<file path="config.mk">
export PLATFORM = sky130hd
export DESIGN_NAME = id_ex_stage_flat
export DESIGN_NICKNAME = d
export VERILOG_FILES = /design/src/rtl/pipe_pkg.sv /design/src/rtl/id_ex_stage_if.sv /design/src/rtl/id_ex_stage_hazard_detect.sv /design/src/rtl/id_ex_stage.sv /design/src/flat_wrapper.sv
export SDC_FILE = /design/constraint.sdc
export NUM_CORES = 1
export LEC_CHECK = 0
export ABC_AREA = 1
export CAP_MARGIN = 25
export CORE_MARGIN = 2
export CORE_UTILIZATION = 45
export CTS_CLUSTER_SIZE = 20
export DETAILED_ROUTE_END_ITERATION = 8
export PLACE_DENSITY = 0.84
export SLEW_MARGIN = 20
export SYNTH_ARGS = -nofsm -noshare
export SYNTH_HDL_FRONTEND = slang
export SYNTH_SLANG_ARGS = --single-unit
export TNS_END_PERCENT = 50
</file>
<file path="constraint.sdc">
create_clock -name clk_i -period 4.62 [get_ports clk_i]
set_clock_uncertainty 0.05 [all_clocks]
set_input_delay 1.155 -clock clk_i [delete_from_list [all_inputs] [get_ports clk_i]]
set_output_delay 1.155 -clock clk_i [all_outputs]
set_load 0.1 [all_outputs]
</file>
<file path="src/rtl/pipe_pkg.sv">
// Shared pipeline definitions: ALU op classes, base opcodes and the EX-stage
// control bundle registered by the ID/EX stage.
package pipe_pkg;

  localparam logic [1:0] ALUOP_ADD = 2'b00;
  localparam logic [1:0] ALUOP_BR  = 2'b01;
  localparam logic [1:0] ALUOP_R   = 2'b10;

  localparam logic [6:0] OP_R   = 7'b0110011;
  localparam logic [6:0] OP_I   = 7'b0010011;
  localparam logic [6:0] OP_LW  = 7'b0000011;
  localparam logic [6:0] OP_SW  = 7'b0100011;
  localparam logic [6:0] OP_BEQ = 7'b1100011;

  typedef struct packed {
    logic       RegWrite;
    logic       MemtoReg;
    logic       MemRead;
    logic       MemWrite;
    logic [1:0] ALUOp;
    logic       ALUSrc;
  } ex_ctrl_t;

  // A bubble is an all-zero control word: no writes, no memory access.
  function automatic ex_ctrl_t ctrl_bubble();
    return '0;
  endfunction

endpackage

</file>
<file path="src/rtl/id_ex_stage_if.sv">
// Decode-to-execute bundle. master = decode/control side, slave = ID/EX stage.
// Stall_i/Flush_i are level controls sampled on every rising edge; there is no
// valid/ready pair -- NoOp_o/PCWrite_o/IFIDWrite_o are the backpressure path.
interface id_ex_if #(
  parameter int DATA_W = 32,
  parameter int CNT_W  = 16
);
  logic              Stall_i, Flush_i;
  logic              RegWrite_i, MemtoReg_i, MemRead_i, MemWrite_i, ALUSrc_i;
  logic [1:0]        ALUOp_i;
  logic [DATA_W-1:0] RS1data_i, RS2data_i, Imm_i;
  logic [9:0]        Funct_i;
  logic [4:0]        RS1addr_i, RS2addr_i, RDaddr_i;

  logic              RegWrite_o, MemtoReg_o, MemRead_o, MemWrite_o, ALUSrc_o;
  logic [1:0]        ALUOp_o;
  logic [DATA_W-1:0] RS1data_o, RS2data_o, Imm_o;
  logic [9:0]        Funct_o;
  logic [4:0]        RS1addr_o, RS2addr_o, RDaddr_o;
  logic              Valid_o, NoOp_o, PCWrite_o, IFIDWrite_o;
  logic [CNT_W-1:0]  BubbleCnt_o;

  modport master (
    output Stall_i, Flush_i, RegWrite_i, MemtoReg_i, MemRead_i, MemWrite_i,
           ALUSrc_i, ALUOp_i, RS1data_i, RS2data_i, Imm_i, Funct_i,
           RS1addr_i, RS2addr_i, RDaddr_i,
    input  RegWrite_o, MemtoReg_o, MemRead_o, MemWrite_o, ALUSrc_o, ALUOp_o,
           RS1data_o, RS2data_o, Imm_o, Funct_o, RS1addr_o, RS2addr_o,
           RDaddr_o, Valid_o, NoOp_o, PCWrite_o, IFIDWrite_o, BubbleCnt_o
  );

  modport slave (
    input  Stall_i, Flush_i, RegWrite_i, MemtoReg_i, MemRead_i, MemWrite_i,
           ALUSrc_i, ALUOp_i, RS1data_i, RS2data_i, Imm_i, Funct_i,
           RS1addr_i, RS2addr_i, RDaddr_i,
    output RegWrite_o, MemtoReg_o, MemRead_o, MemWrite_o, ALUSrc_o, ALUOp_o,
           RS1data_o, RS2data_o, Imm_o, Funct_o, RS1addr_o, RS2addr_o,
           RDaddr_o, Valid_o, NoOp_o, PCWrite_o, IFIDWrite_o, BubbleCnt_o
  );
endinterface

</file>
<file path="src/rtl/id_ex_stage_hazard_detect.sv">
// Load-use hazard detection: compares the load sitting in EX against both
// source addresses currently in decode. Purely combinational.
module hazard_detect (
  input  logic       valid_q_i,
  input  logic       memread_q_i,
  input  logic [4:0] rd_q_i,
  input  logic [4:0] rs1_i,
  input  logic [4:0] rs2_i,
  input  logic       stall_i,
  input  logic       flush_i,
  output logic       hazard_o,
  output logic       noop_o,
  output logic       pcwrite_o,
  output logic       ifidwrite_o
);

  // Both sources are compared even for formats that lack rs2; a spurious
  // one-cycle bubble is cheaper than decoding the format here.
  assign hazard_o    = valid_q_i & memread_q_i & (rd_q_i != 5'd0) &
                       ((rd_q_i == rs1_i) | (rd_q_i == rs2_i));
  assign noop_o      = hazard_o & ~flush_i;
  assign pcwrite_o   = ~noop_o & ~stall_i;
  assign ifidwrite_o = ~noop_o & ~stall_i;

endmodule

</file>
<file path="src/rtl/id_ex_stage.sv">
// ID/EX pipeline register with load-use bubble insertion, flush, stall and a
// saturating count of inserted bubbles.
module id_ex_stage
  import pipe_pkg::*;
#(
  parameter int DATA_W = 32,
  parameter int CNT_W  = 16
) (
  input  logic    clk_i,
  input  logic    rst_i,
  id_ex_if.slave  bus
);

  ex_ctrl_t          ctrl_q, ctrl_d;
  logic [DATA_W-1:0] rs1data_q, rs1data_d, rs2data_q, rs2data_d, imm_q, imm_d;
  logic [9:0]        funct_q, funct_d;
  logic [4:0]        rs1addr_q, rs1addr_d, rs2addr_q, rs2addr_d, rdaddr_q, rdaddr_d;
  logic              valid_q, valid_d;
  logic [CNT_W-1:0]  cnt_q, cnt_d;
  logic              hazard, bubble;

  hazard_detect u_hazard (
    .valid_q_i   (valid_q),
    .memread_q_i (ctrl_q.MemRead),
    .rd_q_i      (rdaddr_q),
    .rs1_i       (bus.RS1addr_i),
    .rs2_i       (bus.RS2addr_i),
    .stall_i     (bus.Stall_i),
    .flush_i     (bus.Flush_i),
    .hazard_o    (hazard),
    .noop_o      (bus.NoOp_o),
    .pcwrite_o   (bus.PCWrite_o),
    .ifidwrite_o (bus.IFIDWrite_o)
  );

  // Flush beats stall beats hazard; the hazard bubble is loaded even though the
  // control unit has already zeroed its outputs via NoOp.
  always_comb begin
    ctrl_d    = ctrl_q;
    rs1data_d = rs1data_q;
    rs2data_d = rs2data_q;
    imm_d     = imm_q;
    funct_d   = funct_q;
    rs1addr_d = rs1addr_q;
    rs2addr_d = rs2addr_q;
    rdaddr_d  = rdaddr_q;
    valid_d   = valid_q;
    bubble    = 1'b0;
    if (bus.Flush_i || (!bus.Stall_i && hazard)) begin
      bubble    = 1'b1;
      ctrl_d    = ctrl_bubble();
      rs1data_d = '0;
      rs2data_d = '0;
      imm_d     = '0;
      funct_d   = '0;
      rs1addr_d = '0;
      rs2addr_d = '0;
      rdaddr_d  = '0;
      valid_d   = 1'b0;
    end else if (!bus.Stall_i) begin
      ctrl_d.RegWrite = bus.RegWrite_i & (bus.RDaddr_i != 5'd0);
      ctrl_d.MemtoReg = bus.MemtoReg_i;
      ctrl_d.MemRead  = bus.MemRead_i;
      ctrl_d.MemWrite = bus.MemWrite_i;
      ctrl_d.ALUOp    = bus.ALUOp_i;
      ctrl_d.ALUSrc   = bus.ALUSrc_i;
      rs1data_d       = bus.RS1data_i;
      rs2data_d       = bus.RS2data_i;
      imm_d           = bus.Imm_i;
      funct_d         = bus.Funct_i;
      rs1addr_d       = bus.RS1addr_i;
      rs2addr_d       = bus.RS2addr_i;
      rdaddr_d        = bus.RDaddr_i;
      valid_d         = 1'b1;
    end
    cnt_d = (bubble && (cnt_q != {CNT_W{1'b1}})) ? cnt_q + CNT_W'(1) : cnt_q;
  end

  always_ff @(posedge clk_i or negedge rst_i) begin
    if (!rst_i) begin
      ctrl_q    <= '0;
      rs1data_q <= '0;
      rs2data_q <= '0;
      imm_q     <= '0;
      funct_q   <= '0;
      rs1addr_q <= '0;
      rs2addr_q <= '0;
      rdaddr_q  <= '0;
      valid_q   <= 1'b0;
      cnt_q     <= '0;
    end else begin
      ctrl_q    <= ctrl_d;
      rs1data_q <= rs1data_d;
      rs2data_q <= rs2data_d;
      imm_q     <= imm_d;
      funct_q   <= funct_d;
      rs1addr_q <= rs1addr_d;
      rs2addr_q <= rs2addr_d;
      rdaddr_q  <= rdaddr_d;
      valid_q   <= valid_d;
      cnt_q     <= cnt_d;
    end
  end

  assign bus.RegWrite_o  = ctrl_q.RegWrite;
  assign bus.MemtoReg_o  = ctrl_q.MemtoReg;
  assign bus.MemRead_o   = ctrl_q.MemRead;
  assign bus.MemWrite_o  = ctrl_q.MemWrite;
  assign bus.ALUOp_o     = ctrl_q.ALUOp;
  assign bus.ALUSrc_o    = ctrl_q.ALUSrc;
  assign bus.RS1data_o   = rs1data_q;
  assign bus.RS2data_o   = rs2data_q;
  assign bus.Imm_o       = imm_q;
  assign bus.Funct_o     = funct_q;
  assign bus.RS1addr_o   = rs1addr_q;
  assign bus.RS2addr_o   = rs2addr_q;
  assign bus.RDaddr_o    = rdaddr_q;
  assign bus.Valid_o     = valid_q;
  assign bus.BubbleCnt_o = cnt_q;

endmodule

</file>
<file path="src/flat_wrapper.sv">
// flat-port wrapper written by rule: the top's interface ports become plain ports
module id_ex_stage_flat import pipe_pkg::*;
#(
  parameter int DATA_W = 32,
  parameter int CNT_W  = 16
)
  (clk_i, rst_i, bus_Stall_i, bus_Flush_i, bus_RegWrite_i, bus_MemtoReg_i, bus_MemRead_i, bus_MemWrite_i, bus_ALUSrc_i, bus_ALUOp_i, bus_RS1data_i, bus_RS2data_i, bus_Imm_i, bus_Funct_i, bus_RS1addr_i, bus_RS2addr_i, bus_RDaddr_i, bus_RegWrite_o, bus_MemtoReg_o, bus_MemRead_o, bus_MemWrite_o, bus_ALUSrc_o, bus_ALUOp_o, bus_RS1data_o, bus_RS2data_o, bus_Imm_o, bus_Funct_o, bus_RS1addr_o, bus_RS2addr_o, bus_RDaddr_o, bus_Valid_o, bus_NoOp_o, bus_PCWrite_o, bus_IFIDWrite_o, bus_BubbleCnt_o);
  id_ex_if #(.DATA_W(DATA_W), .CNT_W(CNT_W)) bus_i ();
  input  logic clk_i;
  input  logic rst_i;
  input wire logic [$bits(bus_i.Stall_i)-1:0] bus_Stall_i;
  input wire logic [$bits(bus_i.Flush_i)-1:0] bus_Flush_i;
  input wire logic [$bits(bus_i.RegWrite_i)-1:0] bus_RegWrite_i;
  input wire logic [$bits(bus_i.MemtoReg_i)-1:0] bus_MemtoReg_i;
  input wire logic [$bits(bus_i.MemRead_i)-1:0] bus_MemRead_i;
  input wire logic [$bits(bus_i.MemWrite_i)-1:0] bus_MemWrite_i;
  input wire logic [$bits(bus_i.ALUSrc_i)-1:0] bus_ALUSrc_i;
  input wire logic [$bits(bus_i.ALUOp_i)-1:0] bus_ALUOp_i;
  input wire logic [$bits(bus_i.RS1data_i)-1:0] bus_RS1data_i;
  input wire logic [$bits(bus_i.RS2data_i)-1:0] bus_RS2data_i;
  input wire logic [$bits(bus_i.Imm_i)-1:0] bus_Imm_i;
  input wire logic [$bits(bus_i.Funct_i)-1:0] bus_Funct_i;
  input wire logic [$bits(bus_i.RS1addr_i)-1:0] bus_RS1addr_i;
  input wire logic [$bits(bus_i.RS2addr_i)-1:0] bus_RS2addr_i;
  input wire logic [$bits(bus_i.RDaddr_i)-1:0] bus_RDaddr_i;
  output wire logic [$bits(bus_i.RegWrite_o)-1:0] bus_RegWrite_o;
  output wire logic [$bits(bus_i.MemtoReg_o)-1:0] bus_MemtoReg_o;
  output wire logic [$bits(bus_i.MemRead_o)-1:0] bus_MemRead_o;
  output wire logic [$bits(bus_i.MemWrite_o)-1:0] bus_MemWrite_o;
  output wire logic [$bits(bus_i.ALUSrc_o)-1:0] bus_ALUSrc_o;
  output wire logic [$bits(bus_i.ALUOp_o)-1:0] bus_ALUOp_o;
  output wire logic [$bits(bus_i.RS1data_o)-1:0] bus_RS1data_o;
  output wire logic [$bits(bus_i.RS2data_o)-1:0] bus_RS2data_o;
  output wire logic [$bits(bus_i.Imm_o)-1:0] bus_Imm_o;
  output wire logic [$bits(bus_i.Funct_o)-1:0] bus_Funct_o;
  output wire logic [$bits(bus_i.RS1addr_o)-1:0] bus_RS1addr_o;
  output wire logic [$bits(bus_i.RS2addr_o)-1:0] bus_RS2addr_o;
  output wire logic [$bits(bus_i.RDaddr_o)-1:0] bus_RDaddr_o;
  output wire logic [$bits(bus_i.Valid_o)-1:0] bus_Valid_o;
  output wire logic [$bits(bus_i.NoOp_o)-1:0] bus_NoOp_o;
  output wire logic [$bits(bus_i.PCWrite_o)-1:0] bus_PCWrite_o;
  output wire logic [$bits(bus_i.IFIDWrite_o)-1:0] bus_IFIDWrite_o;
  output wire logic [$bits(bus_i.BubbleCnt_o)-1:0] bus_BubbleCnt_o;
  assign bus_i.Stall_i = bus_Stall_i;
  assign bus_i.Flush_i = bus_Flush_i;
  assign bus_i.RegWrite_i = bus_RegWrite_i;
  assign bus_i.MemtoReg_i = bus_MemtoReg_i;
  assign bus_i.MemRead_i = bus_MemRead_i;
  assign bus_i.MemWrite_i = bus_MemWrite_i;
  assign bus_i.ALUSrc_i = bus_ALUSrc_i;
  assign bus_i.ALUOp_i = bus_ALUOp_i;
  assign bus_i.RS1data_i = bus_RS1data_i;
  assign bus_i.RS2data_i = bus_RS2data_i;
  assign bus_i.Imm_i = bus_Imm_i;
  assign bus_i.Funct_i = bus_Funct_i;
  assign bus_i.RS1addr_i = bus_RS1addr_i;
  assign bus_i.RS2addr_i = bus_RS2addr_i;
  assign bus_i.RDaddr_i = bus_RDaddr_i;
  assign bus_RegWrite_o = bus_i.RegWrite_o;
  assign bus_MemtoReg_o = bus_i.MemtoReg_o;
  assign bus_MemRead_o = bus_i.MemRead_o;
  assign bus_MemWrite_o = bus_i.MemWrite_o;
  assign bus_ALUSrc_o = bus_i.ALUSrc_o;
  assign bus_ALUOp_o = bus_i.ALUOp_o;
  assign bus_RS1data_o = bus_i.RS1data_o;
  assign bus_RS2data_o = bus_i.RS2data_o;
  assign bus_Imm_o = bus_i.Imm_o;
  assign bus_Funct_o = bus_i.Funct_o;
  assign bus_RS1addr_o = bus_i.RS1addr_o;
  assign bus_RS2addr_o = bus_i.RS2addr_o;
  assign bus_RDaddr_o = bus_i.RDaddr_o;
  assign bus_Valid_o = bus_i.Valid_o;
  assign bus_NoOp_o = bus_i.NoOp_o;
  assign bus_PCWrite_o = bus_i.PCWrite_o;
  assign bus_IFIDWrite_o = bus_i.IFIDWrite_o;
  assign bus_BubbleCnt_o = bus_i.BubbleCnt_o;
  id_ex_stage #(.DATA_W(DATA_W), .CNT_W(CNT_W)) u_core (.clk_i(clk_i), .rst_i(rst_i), .bus(bus_i));
endmodule
</file>
==> flow_summary.yaml <==
setup_path:
  end_kind: "output pin"
  r2r_setup_slack_ns: 2.35
  worst-endpoint-required_ns: 3.41
  cp.arrival_ns: 2.61
  cp_max_fo: 3
  reg2reg_depth: 10
  worst_setup_path_start_kind: "primary input"
  timing.rr.start: "u_core.bus.RDaddr_o[0]"
  crit_start: "bus_RS2addr_i[0]"
  endpoint: "bus_IFIDWrite_o"
  r2r_end: "u_core.bus.RS1data_o[12]"
  worstSetupPathType: "in2out"
clock_network:
  numCtsBuffers: 17
  cts_hold_buf: 0
  postCtsSetupBuffers: 0
  cts.sinks: 145
  path_clk_slew_ns: 0.06
  clk_latency_ns: 0.42
  clock_tree.buffer_depth: 2
  h-tree-depth: 4
  cts_root_buf: "clkbuf_16"
  cts_tree: "yes"
  ctsResizeCount: 0
floorplanning:
  fp.coreArea_mm2: 0.0144
  die-area_mm2: 0.0155
  start_util: 0.456
  die_y_um: 125
  io_pins: 280
  rows: 44
  die_w_um: 125
final_layout:
  final_nets: 1143
  utilization: 0.695
  drive_gt1_frac: 0.103
  syn_to_final_growth_pct: 52.4
  multi_input_area_mm2: 0.00254
  diodes: 0
  fillers: 1138
  seq_area_mm2: 0.00363
detailed_routing:
  viasPerCell: 4.99
  drt_iter0_markers: 405
  ant_nets: 0
  post_drt_wl_per_cell_um: 15.4
  wirelength_um: 18500
  drcViolationCount: 0
  drt-pass1-iter-count: 6
  vias: 6021
global_routing:
  grt_overflow: 0
  grt_usage: 0.242
  grt_antenna_before_repair: 0
  grt_pass1_vias: 6028
  grt_max_degree: 100
  grt_pass1_wl_um: 30300
logic_synthesis:
  synthTopCellsByArea: "dfrtp_1, nand2_1, a21oi_2"
  synth_seq_area_share: 0.554
  yosys_register_bits: 145
  synth_edf_count: 0
  yosysTopAreaCell: "dfrtp_1"
  synthFlopType: "dfrtp_1"
  synthCells: 751
  yosysWarnings: 0
  synth_fp_nets: 884
  synth_area_per_cell_um2: 8.72
  syn_area_mm2: 0.00655
  yosysTopAreaCellShare: 0.554
  netlist-cell-type-count: 26
  async_flop_share: 1.00
timing:
  drv_slew: 0
  rsz0062_at_grt: "no"
  slew_headroom: 0.314
  max_freq_ghz: 0.262
  setup_viol: 0
  worstMarginPinSlew_ns: 1.03
  finalCritPeriodShare: 0.826
  fin_tns_setup_ns: 0
  hold_violations: 0
  min_period_ns: 3.81
power:
  power.density_mw_per_mm2: 389
  cellLeakagePower_nw: 4.34
  finalPower_mw: 3.88
  peakVddDrop_uv: 390
placed_design:
  hpwl_um: 12700
  place.gp.congestion: 0.865
  io_buffers: 279
outcome:
  status: "completed"
worst_hold_path:
  hp-class: "reg2reg"
  min_path_cells: 2
run:
  maxCapViolCount: 0
-- critical path, stage by stage --
cell,delay [ns]
clkdlybuf4s50_1,0.51
nand2_1,0.07
inv_1,0.06
nor2_1,0.04
nor2_1,0.09
nand3_1,0.08
nand2_1,0.09
nand2_1,0.06
o21ai_0,0.15
inv_1,0.12
buf_12,0.18
-- layer usage --
metal	up-vias	share of wire	global-route usage	routed length [um]
met5	-	0	0	0
met4	0	0.030	0.0978	562
met3	45	0.071	0.0743	1320
met2	229	0.49	0.395	9000
met1	2843	0.41	0.300	7660
li1	2904	-	-	-
-- where the power goes --
part / internal (mW) / leakage (nW) / switching (mW)
sequential: 1.35 / 1.93 / 0.0669
combinational: 0.305 / 2.12 / 0.819
clock: 0.808 / 0.283 / 0.532
-- cell usage after synthesis, types with 5 or more instances --
library cell  count
nand2_1         310
clkbuf_1         26
a21oi_1          77
inv_2             5
buf_8             5
dfrtp_1         145
nor3_1            6
nand3_1          27
xnor2_1           5
inv_1            23
a21oi_2          50
xor2_1           11
buf_2            10
nor2_1           33
-- state kept, by name (all words and copies together) (netlist names) --
register / count
u_core.bus.Imm_o: 32
u_core.bus.BubbleCnt_o: 16
u_core.bus.Funct_o: 10
u_core.bus.MemtoReg_o: 1
u_core.bus.MemWrite_o: 1
u_core.bus.RS1addr_o: 5
u_core.bus.RS1data_o: 32
u_core.bus.MemRead_o: 1
u_core.bus.ALUSrc_o: 1
u_core.bus.ALUOp_o: 2
u_core.bus.Valid_o: 1
u_core.bus.RS2addr_o: 5
u_core.bus.RDaddr_o: 5
u_core.bus.RegWrite_o: 1
u_core.bus.RS2data_o: 32
-- through the flow --
step	instances	cell area [um2]	hold slack, ns	worst slack (ns)
2_1_floorplan	751	6550	0.809	0.375
3_3_place_gp	1175	9400	0.444	0.855
3_5_place_dp	1175	9400	0.445	0.798
4_1_cts	1207	9980	0.468	0.801
5_1_grt	1207	9980	0.497	0.684
6_report	1207	9980	0.470	0.806
-- cells in the final DEF, fill, tap and decap left out --
master	count
xnor2_1	5
buf_12	4
nand2_1	310
ha_1	1
inv_1	23
a21oi_1	77
clkbuf_16	17
nor2_1	33
clkinv_2	5
a21oi_2	50
nand2_8	1
nor3_1	6
or2_2	1
clkbuf_1	1
nand4_1	2
bufinv_16	2
clkbuf_8	1
buf_4	8
clkdlybuf4s50_1	274
nand2_4	1
clkinv_4	5
dfrtp_1	145
xor2_1	11
nor3_2	2
clkinvlp_4	2
nand3_1	27
buf_6	1
nand4_4	1
o21ai_0	2
inv_2	4
o41ai_1	1
-- final cells by class --
| class | instances | area share |
|---|---|---|
| clock buffers | 19 | 0.0444 |
| well taps | 184 | 0.0231 |
| clock inverters | 13 | 0.0139 |
| repair buffers | 287 | 0.290 |
| flip-flops and latches | 145 | 0.364 |
| multi-input cells | 531 | 0.254 |
| inverters | 28 | 0.0107 |
-- logic make-up (layout without fill, tap and decap cells) --
group | count (synthesis) | after routing | share of synthesized area
compound gates | 130 | 130 | 0.129
xor+xnor | 16 | 16 | 0.0214
buf+inv | 75 | 347 | 0.0600
simple gates | 384 | 384 | 0.234
flops | 145 | 145 | 0.554
fa+ha+maj | 1 | 1 | 0.00191
-- worst min-delay path by stage --
| stage | start | to |
|---|---|---|
| floorplan | rst_i | u_core.bus.ALUOp_o[0] |
| global placement | u_core.bus.BubbleCnt_o[15] | u_core.bus.BubbleCnt_o[15] |
| detailed placement | u_core.bus.BubbleCnt_o[15] | u_core.bus.BubbleCnt_o[15] |
| CTS | u_core.bus.BubbleCnt_o[15] | u_core.bus.BubbleCnt_o[15] |
| global route | u_core.bus.Funct_o[7] | u_core.bus.Funct_o[7] |
| finish | u_core.bus.BubbleCnt_o[15] | u_core.bus.BubbleCnt_o[15] |
(Power assumes the default switching activity.)
